`src/rtl/aes_pkg.sv`:
```
// Shared constants and types for the AES shared-unit arbiter.
package aes_pkg;

  localparam int WIDTH = 128;

  localparam logic [3:0] OP_ADD   = 4'b0001;
  localparam logic [3:0] OP_SUB   = 4'b0010;
  localparam logic [3:0] OP_SHIFT = 4'b0100;
  localparam logic [3:0] OP_MIX   = 4'b1000;

  typedef enum logic [1:0] {
    ST_IDLE    = 2'd0,
    ST_BUSY    = 2'd1,
    ST_RELEASE = 2'd2
  } state_t;

  function automatic logic is_onehot4(input logic [3:0] v);
    return (v != 4'b0000) && ((v & (v - 4'b0001)) == 4'b0000);
  endfunction

endpackage

```
`src/rtl/aes_unit_arbiter_if.sv`:
```
// Requester / shared-unit bus seen by the arbiter (slave) and its environment (master).
interface aes_unit_arbiter_if #(
  parameter int WIDTH = 128
);
  logic [3:0]       EncEn;
  logic [WIDTH-1:0] EncText;
  logic [3:0]       DecEn;
  logic [WIDTH-1:0] DecText;
  logic             AddEn;
  logic             SubEn;
  logic             ShiftEn;
  logic             MixEn;
  logic [WIDTH-1:0] Text;
  logic             AddRy;
  logic             SubRy;
  logic             ShiftRy;
  logic             MixRy;
  logic [WIDTH-1:0] ModifiedText;
  logic             EncRy;
  logic             DecRy;
  logic [WIDTH-1:0] Result;
  logic             Owner;
  logic             Busy;
  logic             Err;

  modport slave (
    input  EncEn, EncText, DecEn, DecText,
    input  AddRy, SubRy, ShiftRy, MixRy, ModifiedText,
    output AddEn, SubEn, ShiftEn, MixEn, Text,
    output EncRy, DecRy, Result, Owner, Busy, Err
  );

  modport master (
    output EncEn, EncText, DecEn, DecText,
    output AddRy, SubRy, ShiftRy, MixRy, ModifiedText,
    input  AddEn, SubEn, ShiftEn, MixEn, Text,
    input  EncRy, DecRy, Result, Owner, Busy, Err
  );
endinterface

```
`src/rtl/rr_arbiter2.sv`:
```
// Two-way round-robin picker: on a tie the requester that did not own last wins.
module rr_arbiter2 (
  input  logic [1:0] req,
  input  logic       last,
  output logic       gnt_valid,
  output logic       gnt_id
);

  // Grant selection
  always_comb begin
    gnt_valid = 1'b0;
    gnt_id    = 1'b0;
    case (req)
      2'b01: begin
        gnt_valid = 1'b1;
        gnt_id    = 1'b0;
      end
      2'b10: begin
        gnt_valid = 1'b1;
        gnt_id    = 1'b1;
      end
      2'b11: begin
        gnt_valid = 1'b1;
        gnt_id    = ~last;
      end
      default: begin
        gnt_valid = 1'b0;
        gnt_id    = 1'b0;
      end
    endcase
  end

endmodule

```
`src/rtl/aes_unit_arbiter.sv`:
```
// Arbitrates encryptor/decryptor access to the shared Add/Sub/Shift/Mix units,
// one operation per grant, with illegal-op and ready-timeout error reporting.
module aes_unit_arbiter #(
  parameter int WIDTH   = aes_pkg::WIDTH,
  parameter int TIMEOUT = 255
) (
  input logic               Clk,
  input logic               Rst,
  aes_unit_arbiter_if.slave bus
);
  import aes_pkg::*;

  localparam logic [7:0] CNT_LAST = 8'(TIMEOUT - 1);

  state_t           state;
  state_t           state_nxt;
  logic             owner;
  logic [3:0]       op;
  logic [WIDTH-1:0] operand;
  logic [WIDTH-1:0] result;
  logic             last_owner;
  logic [7:0]       cnt;

  logic [3:0]       en;
  logic [3:0]       en_nxt;
  logic             enc_ry;
  logic             enc_ry_nxt;
  logic             dec_ry;
  logic             dec_ry_nxt;
  logic             err;
  logic             err_nxt;
  logic             busy;
  logic             busy_nxt;

  logic [1:0]       req;
  logic             gnt_valid;
  logic             gnt_id;
  logic [3:0]       gnt_op;
  logic [WIDTH-1:0] gnt_text;
  logic             gnt_legal;
  logic [3:0]       owner_en;
  logic [3:0]       rdy;
  logic             hit;
  logic             expired;

  rr_arbiter2 u_rr (
    .req       (req),
    .last      (last_owner),
    .gnt_valid (gnt_valid),
    .gnt_id    (gnt_id)
  );

  // Request decode, grant operand mux and ready/timeout qualification
  always_comb begin
    req       = {(bus.DecEn != 4'b0000), (bus.EncEn != 4'b0000)};
    gnt_op    = gnt_id ? bus.DecEn : bus.EncEn;
    gnt_text  = gnt_id ? bus.DecText : bus.EncText;
    gnt_legal = is_onehot4(gnt_op);
    owner_en  = owner ? bus.DecEn : bus.EncEn;
    rdy       = {bus.MixRy, bus.ShiftRy, bus.SubRy, bus.AddRy};
    // Only the ready of the latched op counts; stray readies are ignored.
    hit       = ((op & rdy) != 4'b0000);
    expired   = (cnt == CNT_LAST);
  end

  // State register
  always_ff @(posedge Clk or negedge Rst) begin
    if (!Rst) begin
      state <= ST_IDLE;
    end else begin
      state <= state_nxt;
    end
  end

  // Next-state logic
  always_comb begin
    state_nxt = state;
    case (state)
      ST_IDLE: begin
        if (gnt_valid) begin
          state_nxt = gnt_legal ? ST_BUSY : ST_RELEASE;
        end else begin
          state_nxt = ST_IDLE;
        end
      end
      ST_BUSY: begin
        if (hit || expired) begin
          state_nxt = ST_RELEASE;
        end else begin
          state_nxt = ST_BUSY;
        end
      end
      ST_RELEASE: begin
        if (owner_en == 4'b0000) begin
          state_nxt = ST_IDLE;
        end else begin
          state_nxt = ST_RELEASE;
        end
      end
      default: begin
        state_nxt = ST_IDLE;
      end
    endcase
  end

  // Grant latch, BUSY cycle counter and result capture
  always_ff @(posedge Clk or negedge Rst) begin
    if (!Rst) begin
      owner      <= 1'b0;
      op         <= 4'b0000;
      operand    <= '0;
      result     <= '0;
      last_owner <= 1'b1;
      cnt        <= 8'd0;
    end else begin
      case (state)
        ST_IDLE: begin
          if (gnt_valid) begin
            owner   <= gnt_id;
            op      <= gnt_op;
            operand <= gnt_text;
            cnt     <= 8'd0;
          end
        end
        ST_BUSY: begin
          if (hit) begin
            result     <= bus.ModifiedText;
            last_owner <= owner;
          end else begin
            cnt <= cnt + 8'd1;
          end
        end
        default: begin
        end
      endcase
    end
  end

  // Output decode, computed one cycle ahead so every output is a flop
  always_comb begin
    en_nxt     = 4'b0000;
    enc_ry_nxt = 1'b0;
    dec_ry_nxt = 1'b0;
    err_nxt    = 1'b0;
    busy_nxt   = (state_nxt != ST_IDLE);
    case (state)
      ST_IDLE: begin
        if (gnt_valid && gnt_legal) begin
          en_nxt = gnt_op;
        end else begin
          err_nxt = gnt_valid;
        end
      end
      ST_BUSY: begin
        if (hit) begin
          enc_ry_nxt = ~owner;
          dec_ry_nxt = owner;
        end else if (expired) begin
          err_nxt = 1'b1;
        end else begin
          en_nxt = op;
        end
      end
      default: begin
        en_nxt = 4'b0000;
      end
    endcase
  end

  // Output registers
  always_ff @(posedge Clk or negedge Rst) begin
    if (!Rst) begin
      en     <= 4'b0000;
      enc_ry <= 1'b0;
      dec_ry <= 1'b0;
      err    <= 1'b0;
      busy   <= 1'b0;
    end else begin
      en     <= en_nxt;
      enc_ry <= enc_ry_nxt;
      dec_ry <= dec_ry_nxt;
      err    <= err_nxt;
      busy   <= busy_nxt;
    end
  end

  assign bus.AddEn   = en[0];
  assign bus.SubEn   = en[1];
  assign bus.ShiftEn = en[2];
  assign bus.MixEn   = en[3];
  assign bus.Text    = operand;
  assign bus.Result  = result;
  assign bus.Owner   = owner;
  assign bus.Busy    = busy;
  assign bus.Err     = err;
  assign bus.EncRy   = enc_ry;
  assign bus.DecRy   = dec_ry;

endmodule
```
`src/flat_wrapper.sv`:
```
// flat-port wrapper written by rule: the top's interface ports become plain ports
module aes_unit_arbiter_flat import aes_pkg::*;
#(
  parameter int WIDTH   = aes_pkg::WIDTH,
  parameter int TIMEOUT = 255
)
  (Clk, Rst, bus_EncEn, bus_EncText, bus_DecEn, bus_DecText, bus_AddRy, bus_SubRy, bus_ShiftRy, bus_MixRy, bus_ModifiedText, bus_AddEn, bus_SubEn, bus_ShiftEn, bus_MixEn, bus_Text, bus_EncRy, bus_DecRy, bus_Result, bus_Owner, bus_Busy, bus_Err);
  aes_unit_arbiter_if #(.WIDTH(WIDTH)) bus_i ();
  input logic Clk;
  input logic Rst;
  input wire logic [$bits(bus_i.EncEn)-1:0] bus_EncEn;
  input wire logic [$bits(bus_i.EncText)-1:0] bus_EncText;
  input wire logic [$bits(bus_i.DecEn)-1:0] bus_DecEn;
  input wire logic [$bits(bus_i.DecText)-1:0] bus_DecText;
  input wire logic [$bits(bus_i.AddRy)-1:0] bus_AddRy;
  input wire logic [$bits(bus_i.SubRy)-1:0] bus_SubRy;
  input wire logic [$bits(bus_i.ShiftRy)-1:0] bus_ShiftRy;
  input wire logic [$bits(bus_i.MixRy)-1:0] bus_MixRy;
  input wire logic [$bits(bus_i.ModifiedText)-1:0] bus_ModifiedText;
  output wire logic [$bits(bus_i.AddEn)-1:0] bus_AddEn;
  output wire logic [$bits(bus_i.SubEn)-1:0] bus_SubEn;
  output wire logic [$bits(bus_i.ShiftEn)-1:0] bus_ShiftEn;
  output wire logic [$bits(bus_i.MixEn)-1:0] bus_MixEn;
  output wire logic [$bits(bus_i.Text)-1:0] bus_Text;
  output wire logic [$bits(bus_i.EncRy)-1:0] bus_EncRy;
  output wire logic [$bits(bus_i.DecRy)-1:0] bus_DecRy;
  output wire logic [$bits(bus_i.Result)-1:0] bus_Result;
  output wire logic [$bits(bus_i.Owner)-1:0] bus_Owner;
  output wire logic [$bits(bus_i.Busy)-1:0] bus_Busy;
  output wire logic [$bits(bus_i.Err)-1:0] bus_Err;
  assign bus_i.EncEn = bus_EncEn;
  assign bus_i.EncText = bus_EncText;
  assign bus_i.DecEn = bus_DecEn;
  assign bus_i.DecText = bus_DecText;
  assign bus_i.AddRy = bus_AddRy;
  assign bus_i.SubRy = bus_SubRy;
  assign bus_i.ShiftRy = bus_ShiftRy;
  assign bus_i.MixRy = bus_MixRy;
  assign bus_i.ModifiedText = bus_ModifiedText;
  assign bus_AddEn = bus_i.AddEn;
  assign bus_SubEn = bus_i.SubEn;
  assign bus_ShiftEn = bus_i.ShiftEn;
  assign bus_MixEn = bus_i.MixEn;
  assign bus_Text = bus_i.Text;
  assign bus_EncRy = bus_i.EncRy;
  assign bus_DecRy = bus_i.DecRy;
  assign bus_Result = bus_i.Result;
  assign bus_Owner = bus_i.Owner;
  assign bus_Busy = bus_i.Busy;
  assign bus_Err = bus_i.Err;
  aes_unit_arbiter #(.WIDTH(WIDTH), .TIMEOUT(TIMEOUT)) u_core (.Clk(Clk), .Rst(Rst), .bus(bus_i));
endmodule
```
`config.mk`:
```
export PLATFORM = sky130hd
export DESIGN_NAME = aes_unit_arbiter_flat
export DESIGN_NICKNAME = d
export VERILOG_FILES = /design/src/rtl/aes_pkg.sv /design/src/rtl/aes_unit_arbiter_if.sv /design/src/rtl/rr_arbiter2.sv /design/src/rtl/aes_unit_arbiter.sv /design/src/flat_wrapper.sv
export SDC_FILE = /design/constraint.sdc
export NUM_CORES = 1
export LEC_CHECK = 0
export CORE_AREA = 2 2 259 261
export CTS_BUF_LIST = sky130_fd_sc_hd__clkbuf_16
export DETAILED_ROUTE_END_ITERATION = 8
export DIE_AREA = 0 0 261 263
export MAX_ROUTING_LAYER = met4
export SLEW_MARGIN = 20
export SYNTH_ARGS = -nofsm -noshare
export SYNTH_HDL_FRONTEND = slang
export SYNTH_SLANG_ARGS = --single-unit
```
`constraint.sdc`:
```
create_clock -name Clk -period 2.2 [get_ports Clk]
set_input_delay 0.44 -clock Clk [delete_from_list [all_inputs] [get_ports Clk]]
set_output_delay 0.44 -clock Clk [all_outputs]
set_load 0.05 [all_outputs]
```
==> impl_metrics.py, run 1 <==
metrics = {
    "grt": {
        "grt_max_degree": 68,
        "grt.total_usage": 0.1208,
        "grt_pass1_vias": 10730,
        "grt_pass1_wl_mm": 62.56,
        "antenna_found_initial": 0,
        "overflow": 0,
    },
    "floorplan": {
        "initial_utilization": 0.1801,
        "io_pins": 663,
        "dieWidth_um": 261,
        "die_height_um": 263,
        "fp-row-count": 94,
    },
    "yosys": {
        "ys_seq_area_frac": 0.5931,
        "ys_warn_count": 0,
        "ys_ff_latch": 280,
        "synthFlopType": "dfrtp_1",
        "yosysUniqueCellTypes": 45,
        "postSynthAreaPerCell_um2": 12.48,
        "async_flop_share": 1.000,
        "synth_edf_count": 0,
        "syn_nets": 1347,
        "syn_inst": 947,
        "syn_area_um2": 11820,
    },
    "clock_network": {
        "postCtsSetupRepairBufs": 0,
        "cts_max_level": 2,
        "numClockSinks": 280,
        "cts_root_buffer": "clkbuf_16",
        "cts_made_buffers": 35,
        "clockBufferDepth": 3,
    },
    "status": {
        "firstError": "[ERROR DRT-0255] Maze Route cannot find path of net Clk in worker of routeBox ( 241500 96600 ) ( 261000 144900 ).",
        "stop_stage": "detailed routing (5_2_route)",
        "status": "stopped before the end",
    },
    "place": {
        "gp_congestion": 0.8072,
        "dp_hpwl_mm": 33.00,
        "dp_slack_ns": -0.3973,
        "portBuffers": 662,
    },
    "sta": {
        "worstEndpointGrtRepair": "bus_Text[9]",
        "worst-ep-kind": "primary output",
    },
}
[kinds of logic after synthesis]
group / count (synthesis) / share of synthesized area
adders and majority gates: 2 / 0.002117
DFF: 280 / 0.5931
AOI/OAI and AO/OA: 169 / 0.07857
buffers and inverters: 61 / 0.03050
xor gates and xnor gates: 5 / 0.003706
muxes: 257 / 0.2314
and+or+nand+nor: 173 / 0.06067
[metrics by stage]
step                instance area (um2)  utilization  cells
global route                      21230       0.3235   2561
floorplan                         11820            -    947
global placement                  20010       0.3048   2499
detailed placement                20010       0.3048   2499
CTS                               21020       0.3203   2561
[Yosys cell counts, types with 2 or more instances]
master	n	share of area
a21oi_1	6	0.0025
and3_1	3	0.0016
dfrtp_1	279	0.59
o2bb2ai_1	3	0.0022
buf_2	24	0.010
mux2_2	129	0.12
nor2_1	6	0.0019
nor3_1	3	0.0013
nand2_1	139	0.044
nand4_1	3	0.0016
clkbuf_1	18	0.0057
a22oi_1	5	0.0032
o21ai_0	64	0.027
xor2_1	5	0.0037
o21ai_1	79	0.033
buf_6	8	0.0076
mux2i_1	128	0.11
buf_4	8	0.0051
ha_1	2	0.0021
nand3_1	7	0.0030
or3_1	4	0.0021
[metal layers]
layer  global-route usage
met5                    -
met4              0.04192
met3              0.03601
met2               0.2129
met1               0.1274
[timing repair]
action / in CTS / in global routing
endpoints found under the hold margin: 28 / 0
cloned: 0 / 0
pin swaps: 0 / 0
hold buffers: 1 / 0
setup endpoints to repair: 43 / 83
resized for setup: 43 / 83
==> run 2, diff against run 1 <==
--- a/config.mk
+++ b/config.mk
@@ -5,11 +5,10 @@
 export SDC_FILE = /design/constraint.sdc
 export NUM_CORES = 1
 export LEC_CHECK = 0
-export CORE_AREA = 2 2 259 261
-export CTS_BUF_LIST = sky130_fd_sc_hd__clkbuf_16
+export CORE_AREA = 2 2 255 257
 export DETAILED_ROUTE_END_ITERATION = 8
-export DIE_AREA = 0 0 261 263
-export MAX_ROUTING_LAYER = met4
+export DIE_AREA = 0 0 257 259
+export PLACE_DENSITY_LB_ADDON = 0.15
 export SLEW_MARGIN = 20
 export SYNTH_ARGS = -nofsm -noshare
 export SYNTH_HDL_FRONTEND = slang
==> run 2 against run 1 <==
The run now ends clean. Synthesized area unchanged. Global-route usage increased by 2.3 points. Synthesized cell count unchanged.
==> impl_metrics.py, run 2 <==
metrics = {
    "worst_setup_path": {
        "critPathMaxFanout": 2,
        "critPathBufInv": 1,
        "arrival_ns": 1.71,
        "cp-start-kind": "flip-flop",
        "crit_required_ns": 1.76,
        "path_delay_family": "buffers and inverters",
        "worstSetupPathType": "flip-flop to primary output",
        "crit_slowest_cell": "clkdlybuf4s50_1",
        "crit_path_end_kind": "primary output",
        "worstPathCellList": "clkdlybuf4s50_1",
        "slowest_delay_ns": 0.82,
    },
    "sta": {
        "drv_slew": 0,
        "tightest_slew_ns": 0.6002,
        "fin_crit_sh": 0.9767,
        "layout_setup_ws_ns": 0.05119,
        "fin_worst_skew_ns": 0.01392,
        "setup_tns_ns": 0,
        "setup_viol": 0,
        "period_minus_slack_ns": 2.149,
        "fmaxAchievable_ghz": 0.4654,
        "max_slew_margin": 0.5962,
        "hold_viol": 0,
        "rsz0062_at_grt": "no",
    },
    "power_and_ir_drop": {
        "internal-power_mw": 18.19,
        "p_leak_nw": 9.506,
        "p_per_area_nw_per_um2": 1673,
        "p_comb_frac": 0.576,
        "p_switching_mw": 17.11,
        "ir_drop_mv": 0.5598,
        "power.share.sequential": 0.254,
        "swShare": 0.4846,
        "p_clk_frac": 0.170,
    },
    "detailed_routing": {
        "postRouteAntennaNets": 0,
        "dr_total_vias": 10010,
        "wl_per_cell_um": 19.23,
        "drt-total-wl_mm": 48.95,
        "drtIter0Drc": 302,
        "drc": 0,
        "first_pass_iters": 4,
        "vias_per_cell": 3.932,
    },
    "floorplan": {
        "dieWidth_um": 257,
        "dieArea_um2": 66560,
        "initial_utilization": 0.1850,
        "fp-row-count": 93,
        "die_height_um": 259,
        "io_pins": 663,
        "core_um2": 63880,
    },
    "place": {
        "dp_hpwl_mm": 39.34,
        "portBuffers": 662,
        "gp_congestion": 0.8162,
        "dp_slack_ns": -0.3936,
    },
    "yosys": {
        "postSynthAreaPerCell_um2": 12.48,
        "yosys-top-cells-count": "dfrtp_1 (279), nand2_1 (139), mux2_2 (129), mux2i_1 (128), o21ai_1 (79)",
        "ys_warn_count": 0,
        "synth_edf_count": 0,
        "netlist_top_cells_area": "dfrtp_1 (59%), mux2_2 (12%), mux2i_1 (11%), nand2_1 (4.4%), o21ai_1 (3.3%)",
        "synth_top_area_share": 0.5909,
        "yosysUniqueCellTypes": 45,
        "yosysMostFrequentCell": "dfrtp_1",
        "synth_top_area_cell": "dfrtp_1",
        "synthFlopType": "dfrtp_1",
        "ys_ff_latch": 280,
        "syn_nets": 1347,
        "async_flop_share": 1.000,
        "ys_seq_area_frac": 0.5931,
        "syn_area_um2": 11820,
        "syn_inst": 947,
    },
    "finish": {
        "utilization": 0.3302,
        "mostFrequentLayoutCell": "clkdlybuf4s50_1",
        "final_nets": 2062,
        "drive_gt1_frac": 0.1705,
        "area_delta_synth_final_pct": 78.53,
        "fillCellCount": 6364,
        "layout_common_cells": "clkdlybuf4s50_1 (485), dfrtp_1 (279), nand2_1 (139), mux2_2 (129), mux2i_1 (128)",
    },
    "clock_network": {
        "clock_latency_ns": 0.54,
        "cts_made_buffers": 37,
        "cts_root_buffer": "clkbuf_16",
        "postCtsSetupRepairBufs": 0,
        "clockBufferDepth": 3,
        "clk_pin_slew_worst_paths_ns": 0.05,
        "cts_max_level": 2,
        "numClockSinks": 280,
        "cts_tree": "done",
    },
    "run": {
        "timing.max_cap.violations": 0,
    },
    "grt": {
        "overflow": 0,
        "grt.total_usage": 0.1433,
        "grt_max_degree": 54,
        "grt_pass1_vias": 10790,
        "antenna_found_initial": 8,
        "grt_pass1_wl_mm": 71.76,
    },
    "worst_hold_path": {
        "hp-class": "primary input to asynchronous set/reset pin",
    },
    "status": {
        "status": "finished clean",
    },
}
[run 2: cells by family (layout without fill, tap and decap cells)]
logic type	count (synthesis)	count (layout)	share of synthesized area
other cells	0	2	0
compound gates	169	169	0.07857
buf+inv	61	803	0.03050
mux	257	257	0.2314
fa+ha+maj	2	2	0.002117
xor+xnor	5	5	0.003706
simple gates	173	173	0.06067
flops	280	280	0.5931
[run 2: power groups by stage]
| stage | clock, mW | combinational (mW) | sequential, mW |
|---|---|---|---|
| detailed placement | 0 | 21.4 | 9.10 |
| floorplan | 0 | 4.76 | 17.4 |
| global placement | 0 | 21.4 | 9.06 |
| finish | 6.00 | 20.3 | 8.98 |
| global route | 6.47 | 21.4 | 9.33 |
| CTS | 6.27 | 20.7 | 9.04 |
[run 2: layout make-up]
class	instances	area, um2	area share
antenna	2	5.005	0.0002372
tap	855	1070	0.05071
sequential	280	7008	0.3322
clock inverter	11	115.1	0.005457
inverter	1	3.754	0.0001779
clock buffer	55	1076	0.05101
multi-input combinational	606	4478	0.2123
timing repair buffer	736	7340	0.3479
[run 2: path summary, 6_finish.rpt]
path / cells after the start / slack, ns / endpoint / startpoint
setup / recovery: 1 / 0.05 / bus_Text[10] / u_core.bus.Text[10]
hold / removal: 2 / 0.44 / u_core.bus.Result[105] / Rst
setup reg to reg: 6 / 0.36 / u_core.bus.Result[69] / u_core.op[2]
hold reg to reg: 2 / 0.47 / u_core.bus.Text[39] / u_core.bus.Text[39]
max in group asynchronous: 3 / 1.08 / u_core.last_owner / Rst
min in group Clk: 2 / 0.47 / u_core.bus.Text[39] / u_core.bus.Text[39]
[run 2: metrics by stage]
stage	hold WS [ns]	power [mW]	instances	cell area, um2
after floorplan	0.1444	22.11	947	11820
after global placement	0.3976	30.41	2477	19920
after detailed placement	0.3962	30.49	2477	19920
after CTS	0.4012	36.00	2544	20980
after global routing	0.4457	37.25	2545	21090
final	0.4428	35.30	2546	21100
[run 2: repair_timing]
item                                    4_1_cts  5_1_grt
pin swaps                                     0        0
endpoints found under the hold margin        33        0
endpoints found under the setup margin      110       43
resized for setup                           110       43
hold buffers                                  1        0
[run 2: per-layer routing]
| layer | part of all wire | wire length (um) | track usage |
|---|---|---|---|
| met2 | 0.49 | 23970 | 0.2470 |
| met3 | 0.10 | 4917 | 0.06366 |
| met4 | 0.023 | 1109 | 0.03714 |
| met5 | 0.0017 | 82 | 0 |
| met1 | 0.39 | 18870 | 0.1610 |
(Power assumes the default switching activity.)
